## src/rtl/lcd_timing_monitor.sv

```systemverilog
// lcd_timing_monitor
// Sink-side monitor for an LCD_HS/LCD_VS/LCD_DE/RGB pixel stream. It measures
// the frame geometry (line period, DE pixels per line, lines per frame, active
// lines per frame), declares lock after two identical consecutive frames, and
// flags any later deviation. It also re-emits each pixel with its coordinates
// and a per-frame RGB checksum.
//
// Ports
//   clk, rst              clock; asynchronous active-low reset
//   pix_ce                pixel clock enable; inputs sampled / counters advance only when 1
//   LCD_HS/LCD_VS/LCD_DE  sync and data-enable inputs (sync polarity set by SYNC_POL)
//   R, G, B               8-bit colour inputs
//   h_total, h_active     published line period and DE pixels per active line
//   v_total, v_active     published lines per frame and active lines per frame
//   frame_sum             sum mod 2^24 of {R,G,B} over the DE pixels of the published frame
//   frame_done            one-cycle pulse when the measurement outputs update
//   locked                geometry stable
//   timing_err            one-cycle pulse on a geometry mismatch while locked
//   de_err                sticky: an active line's DE count differed from the frame's first
//   pix_valid, pix_rgb    registered DE / {R,G,B}
//   pix_x, pix_y          DE index in the line, active-line index in the frame
//
// Pixel output semantics: pix_valid qualifies pix_x/pix_y/pix_rgb. There is no
// back-pressure; a new pixel is presented only on a cycle with pix_ce=1, and the
// outputs hold their value while pix_ce=0.
module lcd_timing_monitor #(
  parameter int   CNT_W    = 12,
  parameter logic SYNC_POL = 1'b0
) (
  input  logic             clk,
  input  logic             rst,
  input  logic             pix_ce,
  input  logic             LCD_HS,
  input  logic             LCD_VS,
  input  logic             LCD_DE,
  input  logic [7:0]       R,
  input  logic [7:0]       G,
  input  logic [7:0]       B,
  output logic [CNT_W-1:0] h_total,
  output logic [CNT_W-1:0] h_active,
  output logic [CNT_W-1:0] v_total,
  output logic [CNT_W-1:0] v_active,
  output logic [23:0]      frame_sum,
  output logic             frame_done,
  output logic             locked,
  output logic             timing_err,
  output logic             de_err,
  output logic             pix_valid,
  output logic [CNT_W-1:0] pix_x,
  output logic [CNT_W-1:0] pix_y,
  output logic [23:0]      pix_rgb
);

  localparam logic [1:0] ST_SEARCH  = 2'd0;
  localparam logic [1:0] ST_ACQ     = 2'd1;
  localparam logic [1:0] ST_CONFIRM = 2'd2;
  localparam logic [1:0] ST_LOCKED  = 2'd3;

  localparam logic [CNT_W-1:0] CNT_MAX = '1;
  localparam logic [CNT_W-1:0] ONE     = {{(CNT_W-1){1'b0}}, 1'b1};

  function automatic logic [CNT_W-1:0] sat_inc(input logic [CNT_W-1:0] v);
    return (v == CNT_MAX) ? v : v + ONE;
  endfunction

  // Input pipeline
  logic        hs1_q, vs1_q, de1_q, hs2_q, vs2_q;
  logic [23:0] rgb1_q;

  // Measurement state
  logic [CNT_W-1:0] hcnt_q, decnt_q, lcnt_q, alcnt_q, period_q, ref_q, xidx_q;
  logic             ref_vld_q, sat_q, vs_pend_q;
  logic [23:0]      sum_q;
  logic [1:0]       state_q, state_d;
  logic [CNT_W-1:0] st_htot_q, st_hact_q, st_vtot_q, st_vact_q;

  // Output registers
  logic [CNT_W-1:0] h_total_q, h_active_q, v_total_q, v_active_q, pix_x_q, pix_y_q;
  logic [23:0]      frame_sum_q, pix_rgb_q;
  logic             frame_done_q, locked_q, timing_err_q, de_err_q, pix_valid_q;

  // Edge detection on stage1 vs stage2; gated by pix_ce so that a frozen
  // pipeline cannot report the same edge twice.
  logic hs_start, vs_start;
  assign hs_start = pix_ce && (hs1_q == SYNC_POL) && (hs2_q != SYNC_POL);
  assign vs_start = pix_ce && (vs1_q == SYNC_POL) && (vs2_q != SYNC_POL);

  // Values after this cycle's hs_start is applied; vs_start sees these, so a
  // line ending together with the frame is counted in the finishing frame.
  logic             line_act, hcnt_full, first_act, de_mis, sat_now, frame_sat, geom_ok;
  logic [CNT_W-1:0] period_d, lcnt_d, alcnt_d, ref_d, x_base;
  logic             locked_d, publish, store, terr_set;

  always_comb begin
    line_act  = (decnt_q != '0);
    hcnt_full = (hcnt_q == CNT_MAX);
    period_d  = hs_start ? (hcnt_full ? CNT_MAX : hcnt_q + ONE) : period_q;
    lcnt_d    = hs_start ? sat_inc(lcnt_q) : lcnt_q;
    alcnt_d   = (hs_start && line_act) ? sat_inc(alcnt_q) : alcnt_q;
    first_act = hs_start && line_act && !ref_vld_q;
    ref_d     = first_act ? decnt_q : ref_q;
    de_mis    = hs_start && line_act && ref_vld_q && (decnt_q != ref_q);
    x_base    = hs_start ? '0 : xidx_q;
    // Any counter pinned at its maximum while it should advance poisons the frame.
    sat_now   = pix_ce && (hcnt_full
                || (de1_q && !hs_start && (decnt_q == CNT_MAX))
                || (hs_start && (lcnt_q == CNT_MAX))
                || (hs_start && line_act && (alcnt_q == CNT_MAX)));
    frame_sat = sat_q || sat_now;
    geom_ok   = (period_d == st_htot_q) && (ref_d == st_hact_q) &&
                (lcnt_d == st_vtot_q) && (alcnt_d == st_vact_q) && !frame_sat;
  end

  // Lock FSM; it only moves on vs_start.
  always_comb begin
    state_d  = state_q;
    locked_d = locked_q;
    publish  = 1'b0;
    store    = 1'b0;
    terr_set = 1'b0;
    if (vs_start) begin
      case (state_q)
        ST_SEARCH: state_d = ST_ACQ;
        ST_ACQ: begin
          publish = 1'b1;
          store   = 1'b1;
          state_d = ST_CONFIRM;
        end
        ST_CONFIRM: begin
          publish = 1'b1;
          if (geom_ok) begin
            locked_d = 1'b1;
            state_d  = ST_LOCKED;
          end else begin
            store = 1'b1;
          end
        end
        ST_LOCKED: begin
          publish = 1'b1;
          if (!geom_ok) begin
            locked_d = 1'b0;
            terr_set = 1'b1;
            store    = 1'b1;
            state_d  = ST_CONFIRM;
          end
        end
        default: state_d = ST_SEARCH;
      endcase
    end
  end

  always_ff @(posedge clk or negedge rst) begin
    if (!rst) begin
      hs1_q <= 1'b0; vs1_q <= 1'b0; de1_q <= 1'b0; hs2_q <= 1'b0; vs2_q <= 1'b0;
      rgb1_q <= '0;
      hcnt_q <= '0; decnt_q <= '0; lcnt_q <= '0; alcnt_q <= '0; period_q <= '0;
      ref_q <= '0; xidx_q <= '0; ref_vld_q <= 1'b0; sat_q <= 1'b0; vs_pend_q <= 1'b0;
      sum_q <= '0; state_q <= ST_SEARCH;
      st_htot_q <= '0; st_hact_q <= '0; st_vtot_q <= '0; st_vact_q <= '0;
      h_total_q <= '0; h_active_q <= '0; v_total_q <= '0; v_active_q <= '0;
      pix_x_q <= '0; pix_y_q <= '0; frame_sum_q <= '0; pix_rgb_q <= '0;
      frame_done_q <= 1'b0; locked_q <= 1'b0; timing_err_q <= 1'b0;
      de_err_q <= 1'b0; pix_valid_q <= 1'b0;
    end else begin
      state_q      <= state_d;
      locked_q     <= locked_d;
      frame_done_q <= publish;
      timing_err_q <= terr_set;
      vs_pend_q    <= vs_start;
      // Clear one cycle after the frame start; a mismatch in that cycle wins.
      if (vs_pend_q) de_err_q <= 1'b0;
      if (de_mis)    de_err_q <= 1'b1;

      if (publish) begin
        h_total_q   <= period_d;
        h_active_q  <= ref_d;
        v_total_q   <= lcnt_d;
        v_active_q  <= alcnt_d;
        frame_sum_q <= sum_q;
      end
      if (store) begin
        st_htot_q <= period_d;
        st_hact_q <= ref_d;
        st_vtot_q <= lcnt_d;
        st_vact_q <= alcnt_d;
      end

      if (pix_ce) begin
        hs1_q  <= LCD_HS;
        vs1_q  <= LCD_VS;
        de1_q  <= LCD_DE;
        rgb1_q <= {R, G, B};
        hs2_q  <= hs1_q;
        vs2_q  <= vs1_q;

        pix_valid_q <= de1_q;
        pix_rgb_q   <= rgb1_q;
        if (de1_q) begin
          pix_x_q <= x_base;
          xidx_q  <= sat_inc(x_base);
        end else begin
          xidx_q  <= x_base;
        end
        if (vs_start)                  pix_y_q <= '0;
        else if (hs_start && line_act) pix_y_q <= sat_inc(pix_y_q);

        // The pixel sampled on the hs_start cycle is the first of the new line.
        hcnt_q   <= hs_start ? '0 : (hcnt_full ? hcnt_q : hcnt_q + ONE);
        period_q <= period_d;
        if (hs_start)   decnt_q <= de1_q ? ONE : '0;
        else if (de1_q) decnt_q <= sat_inc(decnt_q);

        if (vs_start) begin
          lcnt_q    <= '0;
          alcnt_q   <= '0;
          ref_q     <= '0;
          ref_vld_q <= 1'b0;
          sat_q     <= 1'b0;
          sum_q     <= de1_q ? rgb1_q : 24'd0;
        end else begin
          lcnt_q  <= lcnt_d;
          alcnt_q <= alcnt_d;
          ref_q   <= ref_d;
          if (first_act) ref_vld_q <= 1'b1;
          sat_q   <= frame_sat;
          sum_q   <= sum_q + (de1_q ? rgb1_q : 24'd0);
        end
      end
    end
  end

  assign h_total    = h_total_q;
  assign h_active   = h_active_q;
  assign v_total    = v_total_q;
  assign v_active   = v_active_q;
  assign frame_sum  = frame_sum_q;
  assign frame_done = frame_done_q;
  assign locked     = locked_q;
  assign timing_err = timing_err_q;
  assign de_err     = de_err_q;
  assign pix_valid  = pix_valid_q;
  assign pix_x      = pix_x_q;
  assign pix_y      = pix_y_q;
  assign pix_rgb    = pix_rgb_q;

endmodule

```

## config.mk

```make
export PLATFORM = sky130hd
export DESIGN_NAME = lcd_timing_monitor
export DESIGN_NICKNAME = d
export VERILOG_FILES = /design/src/rtl/lcd_timing_monitor.sv
export SDC_FILE = /design/constraint.sdc
export NUM_CORES = 1
export LEC_CHECK = 0
export BUFFER_PORTS_ARGS = -buffer_cell sky130_fd_sc_hd__buf_4
export CAP_MARGIN = 20
export CORE_MARGIN = 3
export CORE_UTILIZATION = 40
export CTS_CLUSTER_DIAMETER = 50
export DETAILED_ROUTE_END_ITERATION = 8
export SLEW_MARGIN = 25
export SYNTH_ARGS = -nofsm -noshare
export SYNTH_HDL_FRONTEND = slang
export SYNTH_SLANG_ARGS = --single-unit
```

## constraint.sdc

```tcl
create_clock -name clk -period 3.8 [get_ports clk]
set_input_delay 0.19 -clock clk [delete_from_list [all_inputs] [get_ports clk]]
set_output_delay 0.19 -clock clk [all_outputs]
set_load 0.03 [all_outputs]
```

==> run_results.csv, run 1 <==
group,metric,value,unit
status,status,"finished clean",
sta,finalSetupViolCount,0,
pwr,power_frac_seq,35.1,%
setup_path,start_kind,"flip-flop",
synth,synth-seq-cells,315,
synth,ys_types,75,
worst_hold_path,holdCritPathClass,"input port to asynchronous set/reset pin",
synth,synthArstFlopShare,100,%
pwr,swShare,35.6,%
floorplan,die_h,204,um
sta,slew_viol_final,0,
floorplan,initial_utilization,40.6,%
flow_run,maxCapViolations,0,
setup_path,r2r_end,"st_vtot_q[6]",
pwr,ir_drop,426,uV
synth,synth_flop_cell,"dfrtp_1",
pwr,clkPwrFrac,31.4,%
routing,drc,0,
routing,viasPerCell,5.25,
synth,synth_area_leader_cell,"dfrtp_1",
global_route,grt_first_pass_wirelength,70300,um
sta,tightestPinTransition,0.844,ns
synth,yosysWarnings,0,
place,hpwlAfterDp,30900,um
routing,wire_per_inst,18.0,um
floorplan,fp.dieW,204,um
setup_path,path_class,"flip-flop to flip-flop",
setup_path,regToRegSetupSlack,0.14,ns
synth,synthCells,1612,
global_route,grt_overflow_total,0,
synth,synth_enable_flop_cells,0,
sta,setup-tns-final,0,ns
global_route,grt_pass1_vias,12700,
global_route,grt_max_degree,106,
place,gp_congestion,0.898,
clock_network,cts-htree-levels,2,
pwr,internal_power,8.57,mW
setup_path,cp_cell_sequence,"ha_2, nand4_1, or4_4, buf_4, and2_1, nand3b_1, o2111ai_1, a2111oi_1, and4_1, nand3_1, o31a_2, buf_12, mux2_1",
routing,firstDrtPassIters,5,
place,portBuffers,154,
setup_path,cp_top_family,"simple AND/OR/NAND/NOR gates",
setup_path,reg2reg_from,"hcnt_q[1]",
setup_path,worstSetupEndpointType,"flip-flop",
pwr,p_total,13.3,mW
global_route,track_usage,21.0,%
setup_path,r2r_cells,13,
synth,netlist_area,15700,um2
floorplan,num_rows,72,
synth,ys_top_cells_by_area,"dfrtp_1, nand2_1, mux2_2",
finish,area_growth,26.1,%
finish,final_nets,1909,
finish,insertedDiodeCount,0,
setup_path,crit_path_max_incr_delay,0.57,ns
clock_network,cts_root_buffer,"clkbuf_16",
finish,mostFrequentLayoutCell,"dfrtp_1",
synth,syn_nets,1673,
routing,drtIter0Drc,719,
place,place_ws,0.0193,ns
clock_network,clk_pin_slew,0.05,ns
clock_network,cts_tree,"built",
sta,period_minus_slack,3.66,ns
routing,ant_nets,0,
sta,fin_crit_sh,96.2,%
sta,skew,0.0128,ns
clock_network,clk_path_buf_depth,3,
sta,maxSlewHeadroom,43.8,%
synth,yosysTopAreaCellShare,50.1,%
sta,fin_ws,0.145,ns
floorplan,die_area,41800,um2
pwr,leakagePower,9.21,nW
finish,final_cell_mix,"dfrtp_1, buf_4, nand2_1",
setup_path,worst-path-buf-inv,2,
finish,n_fill_cell,3547,
sta,fmax,0.274,GHz
finish,drive_above_1_share,21.6,%
routing,vias,12600,
synth,ys_seq_area_share,50.1,%
synth,syn_area_per_cell,9.76,um2
pwr,p_comb_share,33.4,%
setup_path,crit_fanout,12,
global_route,antenna_found_initial,0,
routing,drt_wl_total,43200,um
setup_path,arrival,4.09,ns
sta,final_hold_viol_count,0,
setup_path,cpMaxStageDelayCell,"or4_4",
floorplan,ios,155,
pwr,power_density,671,nW/um2
pwr,netSwitchingPower,4.74,mW
floorplan,core_area,38700,um2
clock_network,cts_num_sinks,315,
clock_network,cts_buffers,42,
clock_network,clk_latency,0.55,ns
setup_path,crit_required,4.23,ns
per-layer routing:
| layer | vias to the layer above | GRT usage (%) | routed length [um] |
|---|---|---|---|
| met5 | - | 0 | 0 |
| met4 | 0 | 8.31 | 1450 |
| met3 | 89 | 4.08 | 2170 |
| met2 | 322 | 34.2 | 20700 |
| met1 | 6134 | 27.7 | 18900 |
| li1 | 6047 | - | - |
sequential cells by signal (all words and copies together) (netlist names), 24 cells and up:
name	cells
frame_sum	24
pix_rgb	24
rgb1_q	24
sum_q	24
through the flow:
stage               instance area (um2)  util (%)  hold slack [ns]  cells
floorplan                         15700         -           -0.106   1612
global placement                  18000      46.4            0.317   2293
detailed placement                18000      46.4            0.320   2293
CTS                               19700      51.0            0.320   2397
global route                      19800      51.2            0.345   2398
finish                            19800      51.2            0.290   2398
how the worst max path moves through the flow:
stage                    start           end  slack [ns]  cells after the start
floorplan            hcnt_q[0]  st_htot_q[2]        0.21                     14
global placement    decnt_q[1]  st_vtot_q[6]        0.15                     13
detailed placement  decnt_q[1]  st_htot_q[0]        0.02                     13
CTS                  hcnt_q[1]  st_vact_q[7]        0.04                     12
global route         hcnt_q[1]  st_htot_q[3]       -0.02                     13
finish               hcnt_q[1]  st_vtot_q[6]        0.14                     13
cell usage after synthesis, types with 6 or more instances:
cell type	instances
dfrtp_1	315
nand2_1	233
nor2_1	173
o21ai_0	90
a21oi_1	65
inv_1	65
xnor2_1	63
mux2_2	59
clkbuf_1	54
xor2_1	46
mux2i_1	44
nand3_1	37
and2_1	36
ha_1	30
nor3_1	26
nand4_1	25
mux2_1	19
a22oi_1	17
buf_2	17
a31oi_1	16
a21o_1	14
and3_1	13
or3_1	12
a2111oi_0	10
nor4_1	10
and4_1	9
nor2b_1	8
a211oi_1	7
o22ai_1	7
nand3b_1	6
o2111ai_1	6
area by class of cell:
class | count | area (um2) | share of cell area [%]
well taps | 518 | 648 | 3.27
flip-flops and latches | 315 | 7880 | 39.7
clock buffers | 57 | 1230 | 6.20
clock inverters | 19 | 265 | 1.34
multi-input cells | 1152 | 7370 | 37.1
inverters | 66 | 248 | 1.25
repair buffers | 271 | 2200 | 11.1
timing repair:
item / in CTS / in global routing
resized for setup: 1 / 21
pin swaps: 0 / 2
setup endpoints to repair: 1 / 53
hold endpoints to repair: 127 / 0
hold buffers: 28 / 0
setup buffers: 0 / 1
power groups by stage:
| stage | clock network, mW | registers (mW) | logic (mW) |
|---|---|---|---|
| 5_1_grt | 4.45 | 4.78 | 4.90 |
| 3_5_place_dp | 0 | 4.71 | 4.38 |
| 4_1_cts | 4.30 | 4.67 | 4.43 |
| 6_report | 4.18 | 4.68 | 4.45 |
| 3_3_place_gp | 0 | 4.69 | 4.34 |
| 2_1_floorplan | 0 | 5.20 | 2.27 |
cells by family after synthesis:
logic type	share of synthesized area [%]
fa+ha+maj	2.51
buf+inv	3.83
mux	8.38
xor+xnor	6.07
flops	50.1
compound gates	11.1
simple gates	18.1
No activity file was read; power rests on OpenSTA's default activity.
==> run 2, diff against run 1 <==
==> constraint.sdc (replaced) <==
create_clock -name clk -period 3.7 [get_ports clk]
set_input_delay 0.185 -clock clk [delete_from_list [all_inputs] [get_ports clk]]
set_output_delay 0.185 -clock clk [all_outputs]
set_load 0.03 [all_outputs]
==> run 2 against run 1 <==
Against the previous run: non-clock buffer count is 20 higher; final cell count rose by 0.79%; worst hold slack worse by 0.017 ns; clock skew increased by 0.0032 ns; critical path type unchanged; largest cell class unchanged.
==> run_results.csv, run 2 (synthesis results as in run 1) <==
group,metric,value,unit
status,status,"finished clean",
place,gp_congestion,0.914,
floorplan,initial_utilization,40.6,%
floorplan,core_area,38700,um2
pwr,netSwitchingPower,4.88,mW
finish,fin_util,51.5,%
setup_path,crit_fanout,18,
sta,fmax,0.277,GHz
global_route,track_usage,20.8,%
finish,regArea,7880,um2
sta,timing.hold.ws,0.273,ns
floorplan,ios,155,
finish,area_growth,26.6,%
setup_path,path_class,"flip-flop to flip-flop",
flow_run,maxCapViolations,0,
global_route,grt_max_degree,104,
sta,final_hold_viol_count,0,
setup_path,cp_cell_sequence,"nand3b_1, buf_4, o41a_1, a211o_1, xor2_1, a2111oi_1, buf_4, nand4b_1, inv_1, nand2_1, o31a_2, buf_12, mux2_1",
place,portBuffers,154,
clock_network,cts-htree-levels,2,
routing,drt_wl_total,43400,um
pwr,clkPwrFrac,30.4,%
routing,ant_nets,0,
worst_hold_path,holdCritPathClass,"input port to asynchronous set/reset pin",
routing,vias,12700,
clock_network,cts_root_buffer,"clkbuf_16",
global_route,antenna_found_initial,0,
clock_network,clk_pin_slew,0.06,ns
pwr,leakagePower,9.28,nW
sta,tightestPinTransition,0.843,ns
setup_path,cp_top_family,"compound AO/OA/AOI/OAI gates",
finish,mostFrequentLayoutCell,"dfrtp_1",
finish,final_cell_mix,"dfrtp_1, buf_4, nand2_1",
clock_network,clk_path_buf_depth,3,
clock_network,cts_tree,"built",
setup_path,crit_top_cell,"buf_4",
setup_path,arrival,4.04,ns
clock_network,cts_num_sinks,315,
floorplan,fp.dieW,204,um
pwr,internal_power,8.71,mW
finish,final_nets,1929,
sta,period_minus_slack,3.60,ns
sta,slew_viol_final,0,
finish,insertedDiodeCount,0,
finish,drive_above_1_share,22.3,%
global_route,grt_overflow_total,0,
clock_network,cts_buffers,42,
floorplan,die_h,204,um
setup_path,worst-path-buf-inv,4,
routing,drc,0,
setup_path,start_kind,"flip-flop",
setup_path,crit_required,4.13,ns
finish,n_fill_cell,3566,
sta,skew,0.0159,ns
pwr,power_frac_seq,35.1,%
finish,multi_input_area,7370,um2
global_route,grt_pass1_vias,12600,
setup_path,worstSetupEndpointType,"flip-flop",
global_route,grt_first_pass_wirelength,69400,um
pwr,swShare,35.9,%
pwr,p_comb_share,34.5,%
sta,maxSlewHeadroom,43.8,%
floorplan,die_area,41800,um2
routing,drtIter0Drc,724,
sta,finalSetupViolCount,0,
clock_network,clk_latency,0.56,ns
pwr,p_total,13.6,mW
place,hpwlAfterDp,30800,um
setup_path,crit_path_max_incr_delay,0.47,ns
sta,fin_crit_sh,97.4,%
setup_path,cpMaxStageDelayCell,"a2111oi_1",
routing,wire_per_inst,18.0,um
floorplan,num_rows,72,
pwr,ir_drop,450,uV
pwr,power_density,682,nW/um2
routing,viasPerCell,5.25,
routing,firstDrtPassIters,5,
[run 2: cell count changes in the layout (fill, tap and decap cells not counted), sizes merged]
cell	previous run	this run
buf	243	261
bufinv	5	3
clkbuf	57	59
clkinv	4	3
clkinvlp	7	6
dlygate4sd3	28	29
inv	69	71
[run 2: path summary, 6_finish.rpt]
path	slack (ns)	from	to	cells past startpoint
setup reg to reg	0.1	hs1_q	st_vtot_q[9]	13
setup / recovery	0.1	hs1_q	st_vtot_q[9]	13
max in group asynchronous	2.47	rst	xidx_q[7]	3
min in group clk	0.40	G[3]	rgb1_q[11]	3
hold reg to reg	0.43	vs_pend_q	de_err	1
hold / removal	0.27	rst	v_total[3]	2
[run 2: timing repair]
item | in CTS | in global routing
resized for setup | 3 | 25
hold buffers | 29 | 0
setup buffers | 0 | 2
endpoints found under the hold margin | 127 | 0
endpoints found under the setup margin | 44 | 48
pin swaps | 0 | 3
[run 2: worst reg2reg max path, stage by stage (launching register included)]
cell,delay [ns]
dfrtp_1,0.39
nand3b_1,0.16
buf_4,0.17
o41a_1,0.43
a211o_1,0.35
xor2_1,0.17
a2111oi_1,0.47
buf_4,0.19
nand4b_1,0.12
inv_1,0.08
nand2_1,0.05
o31a_2,0.40
buf_12,0.18
mux2_1,0.32
[run 2: metal layers]
layer	vias to the layer above	global-route usage [%]	wire length, um
met5	-	0	0
met4	0	6.78	1180
met3	73	3.49	2120
met2	298	34.8	21100
met1	6229	27.6	19000
li1	6095	-	-
[run 2: per-stage QoR]
step                      std cells  setup TNS [ns]  cell area, um2  setup slack (ns)
after floorplan                1612               0           15700             0.106
after global placement         2311          -0.150           18100           -0.0774
after detailed placement       2311           -2.90           18100            -0.102
after CTS                      2415               0           19800           0.00457
after global routing           2417         -0.0258           19900           -0.0171
final                          2417               0           19900            0.0957
[run 2: layout make-up]
type / instances / area share [%]
Clock buffer: 58 / 6.15
Clock inverter: 17 / 1.00
Sequential cell: 315 / 39.6
Timing Repair Buffer: 291 / 11.8
Multi-Input combinational cell: 1152 / 37.0
Inverter: 66 / 1.24
Tap cell: 518 / 3.25
[run 2: power groups by stage]
| stage | Combinational [mW] | Clock, mW | Sequential (mW) |
|---|---|---|---|
| 6_report | 4.69 | 4.13 | 4.77 |
| 5_1_grt | 5.17 | 4.37 | 4.87 |
| 4_1_cts | 4.65 | 4.23 | 4.77 |
| 3_5_place_dp | 4.59 | 0 | 4.81 |
| 3_3_place_gp | 4.55 | 0 | 4.80 |
| 2_1_floorplan | 2.33 | 0 | 5.34 |
==> run 3, diff against run 2 <==
--- a/config.mk
+++ b/config.mk
@@ -8,7 +8,7 @@
 export BUFFER_PORTS_ARGS = -buffer_cell sky130_fd_sc_hd__buf_4
 export CAP_MARGIN = 20
 export CORE_MARGIN = 3
-export CORE_UTILIZATION = 40
+export CORE_UTILIZATION = 45
 export CTS_CLUSTER_DIAMETER = 50
 export DETAILED_ROUTE_END_ITERATION = 8
 export SLEW_MARGIN = 25
==> run 3 against run 2 <==
Against the previous run: power is 1.4% higher; wire length increased by 0.17%; utilization increased by 7.5 points; critical path depth down 1; setup slack got worse by 0.035 ns; cell area rose by 0.63%; sequential cell count did not move; register-to-register slack got worse by 0.03 ns; worst hold slack got worse by 0.16 ns; sequential share of layout area shrank 0.25 points; combinational power grew 1%; global-route usage up 2.6 points; largest power group unchanged.
==> run_results.csv, run 3 (synthesis results as in run 1) <==
group,metric,value,unit
setup_path,crit_required,4.10,ns
global_route,track_usage,23.4,%
setup_path,r2r_cells,12,
routing,ant_nets,0,
clock_network,clk_latency,0.54,ns
global_route,antenna_found_initial,0,
flow_run,maxCapViolations,0,
place,portBuffers,154,
sta,timing.hold.ws,0.111,ns
clock_network,cts_tree,"built",
global_route,grt_pass1_vias,12800,
pwr,p_total,13.8,mW
pwr,leakagePower,9.41,nW
finish,mostFrequentLayoutCell,"dfrtp_1",
finish,final_nets,1940,
sta,period_minus_slack,3.64,ns
floorplan,core_area,34000,um2
sta,finalSetupViolCount,0,
clock_network,clk_path_buf_depth,3,
routing,vias,12700,
routing,drt_wl_total,43500,um
finish,insertedDiodeCount,0,
sta,setup-tns-final,0,ns
global_route,grt_max_degree,106,
floorplan,initial_utilization,46.2,%
global_route,grt_first_pass_wirelength,69300,um
finish,area_growth,27.4,%
clock_network,clk_pin_slew,0.06,ns
floorplan,num_rows,67,
worst_hold_path,holdCritPathClass,"input port to flip-flop",
clock_network,cts_num_sinks,315,
floorplan,die_h,193,um
pwr,p_comb_share,34.5,%
clock_network,cts-htree-levels,2,
place,place_ws,-0.101,ns
sta,final_hold_viol_count,0,
sta,maxSlewHeadroom,44.5,%
routing,wire_per_inst,18.4,um
sta,fin_ws,0.0610,ns
place,gp_congestion,0.937,
routing,firstDrtPassIters,5,
pwr,internal_power,8.86,mW
sta,skew,0.0265,ns
clock_network,cts_buffers,42,
pwr,power_density,687,nW/um2
setup_path,crit_fanout,11,
routing,drtIter0Drc,958,
pwr,netSwitchingPower,4.92,mW
setup_path,reg2reg_from,"decnt_q[5]",
sta,tightestPinTransition,0.832,ns
place,hpwlAfterDp,30600,um
worst_hold_path,min_to,"xidx_q[10]",
status,status,"finished clean",
routing,viasPerCell,5.39,
sta,fin_crit_sh,98.4,%
sta,slew_viol_final,0,
setup_path,worstSetupEndpointType,"flip-flop",
worst_hold_path,hold_start,"pix_ce",
setup_path,start_kind,"flip-flop",
setup_path,regToRegSetupSlack,0.06,ns
setup_path,arrival,4.04,ns
setup_path,startpoint,"decnt_q[5]",
worst_hold_path,whs_path_depth,3,
clock_network,cts_root_buffer,"clkbuf_16",
setup_path,r2r_end,"st_htot_q[4]",
finish,final_cell_mix,"dfrtp_1, buf_4, nand2_1",
pwr,power_frac_seq,34.6,%
pwr,swShare,35.7,%
finish,drive_above_1_share,23.4,%
finish,n_fill_cell,2954,
floorplan,ios,155,
setup_path,path_class,"flip-flop to flip-flop",
pwr,clkPwrFrac,30.8,%
global_route,grt_overflow_total,0,
floorplan,fp.dieW,193,um
pwr,ir_drop,449,uV
sta,fmax,0.275,GHz
routing,drc,0,
floorplan,die_area,37300,um2
## run 3: cell types whose count changed in the layout (fill, tap and decap cells not counted), sizes merged, moves of 2 or more
cell      before  now
inv           71   73
clkbuf        59   56
clkinvlp       6    2
buf          261  273
clkinv         3    9
## run 3: final cells by class
cell class                 instances  area (um2)  area share [%]
clock buffer                      55        1230            6.15
multi-input combinational       1152        7420            37.0
timing repair buffer             302        2450            12.2
sequential                       315        7880            39.3
inverter                          66         248            1.24
tap                              448         561            2.79
clock inverter                    22         260            1.30
## run 3: power by group through the flow
stage	combinational (mW)	sequential [mW]	clock (mW)
floorplan	2.33	5.34	0
global placement	4.57	4.80	0
detailed placement	4.63	4.80	0
CTS	4.69	4.76	4.36
global route	5.24	4.86	4.52
finish	4.76	4.77	4.25
## run 3: critical path: stages, from the launching register on
cell	delay, ns
dfrtp_1	0.43
nor4_2	0.49
nand3_2	0.19
buf_4	0.19
buf_4	0.15
a41o_2	0.31
xnor2_1	0.45
nand4b_1	0.21
inv_1	0.09
nand2_1	0.09
o31a_4	0.41
clkbuf_16	0.19
mux2_1	0.31
## run 3: worst max path at each step
stage                               end  slack (ns)
after global routing       st_htot_q[1]       -0.02
final                      st_htot_q[4]        0.06
after detailed placement   st_vtot_q[7]       -0.10
after global placement     st_vact_q[5]      -0.006
after CTS                 st_htot_q[10]        0.01
after floorplan            st_htot_q[2]        0.11
## run 3: per-layer routing
metal | GRT usage, % | vias to the layer above | wire length [um]
li1 | - | 6120 | -
met1 | 32.6 | 6191 | 19900
met2 | 37.7 | 339 | 20200
met3 | 4.16 | 67 | 2420
met4 | 6.73 | 0 | 1040
met5 | 0 | - | 0
## run 3: what timing repair did
action / 4_1_cts / 5_1_grt
hold buffers: 28 / 0
gates cloned: 0 / 1
gates resized for setup: 6 / 27
pin swaps: 1 / 9
endpoints found under the setup margin: 45 / 41
buffers inserted: 0 / 5
endpoints found under the hold margin: 108 / 0
## run 3: stage by stage
stage	util (%)	cell area, um2	instances
floorplan	-	15700	1612
global placement	53.1	18100	2249
detailed placement	53.1	18100	2249
CTS	58.3	19900	2354
global route	58.9	20100	2360
finish	58.9	20100	2360
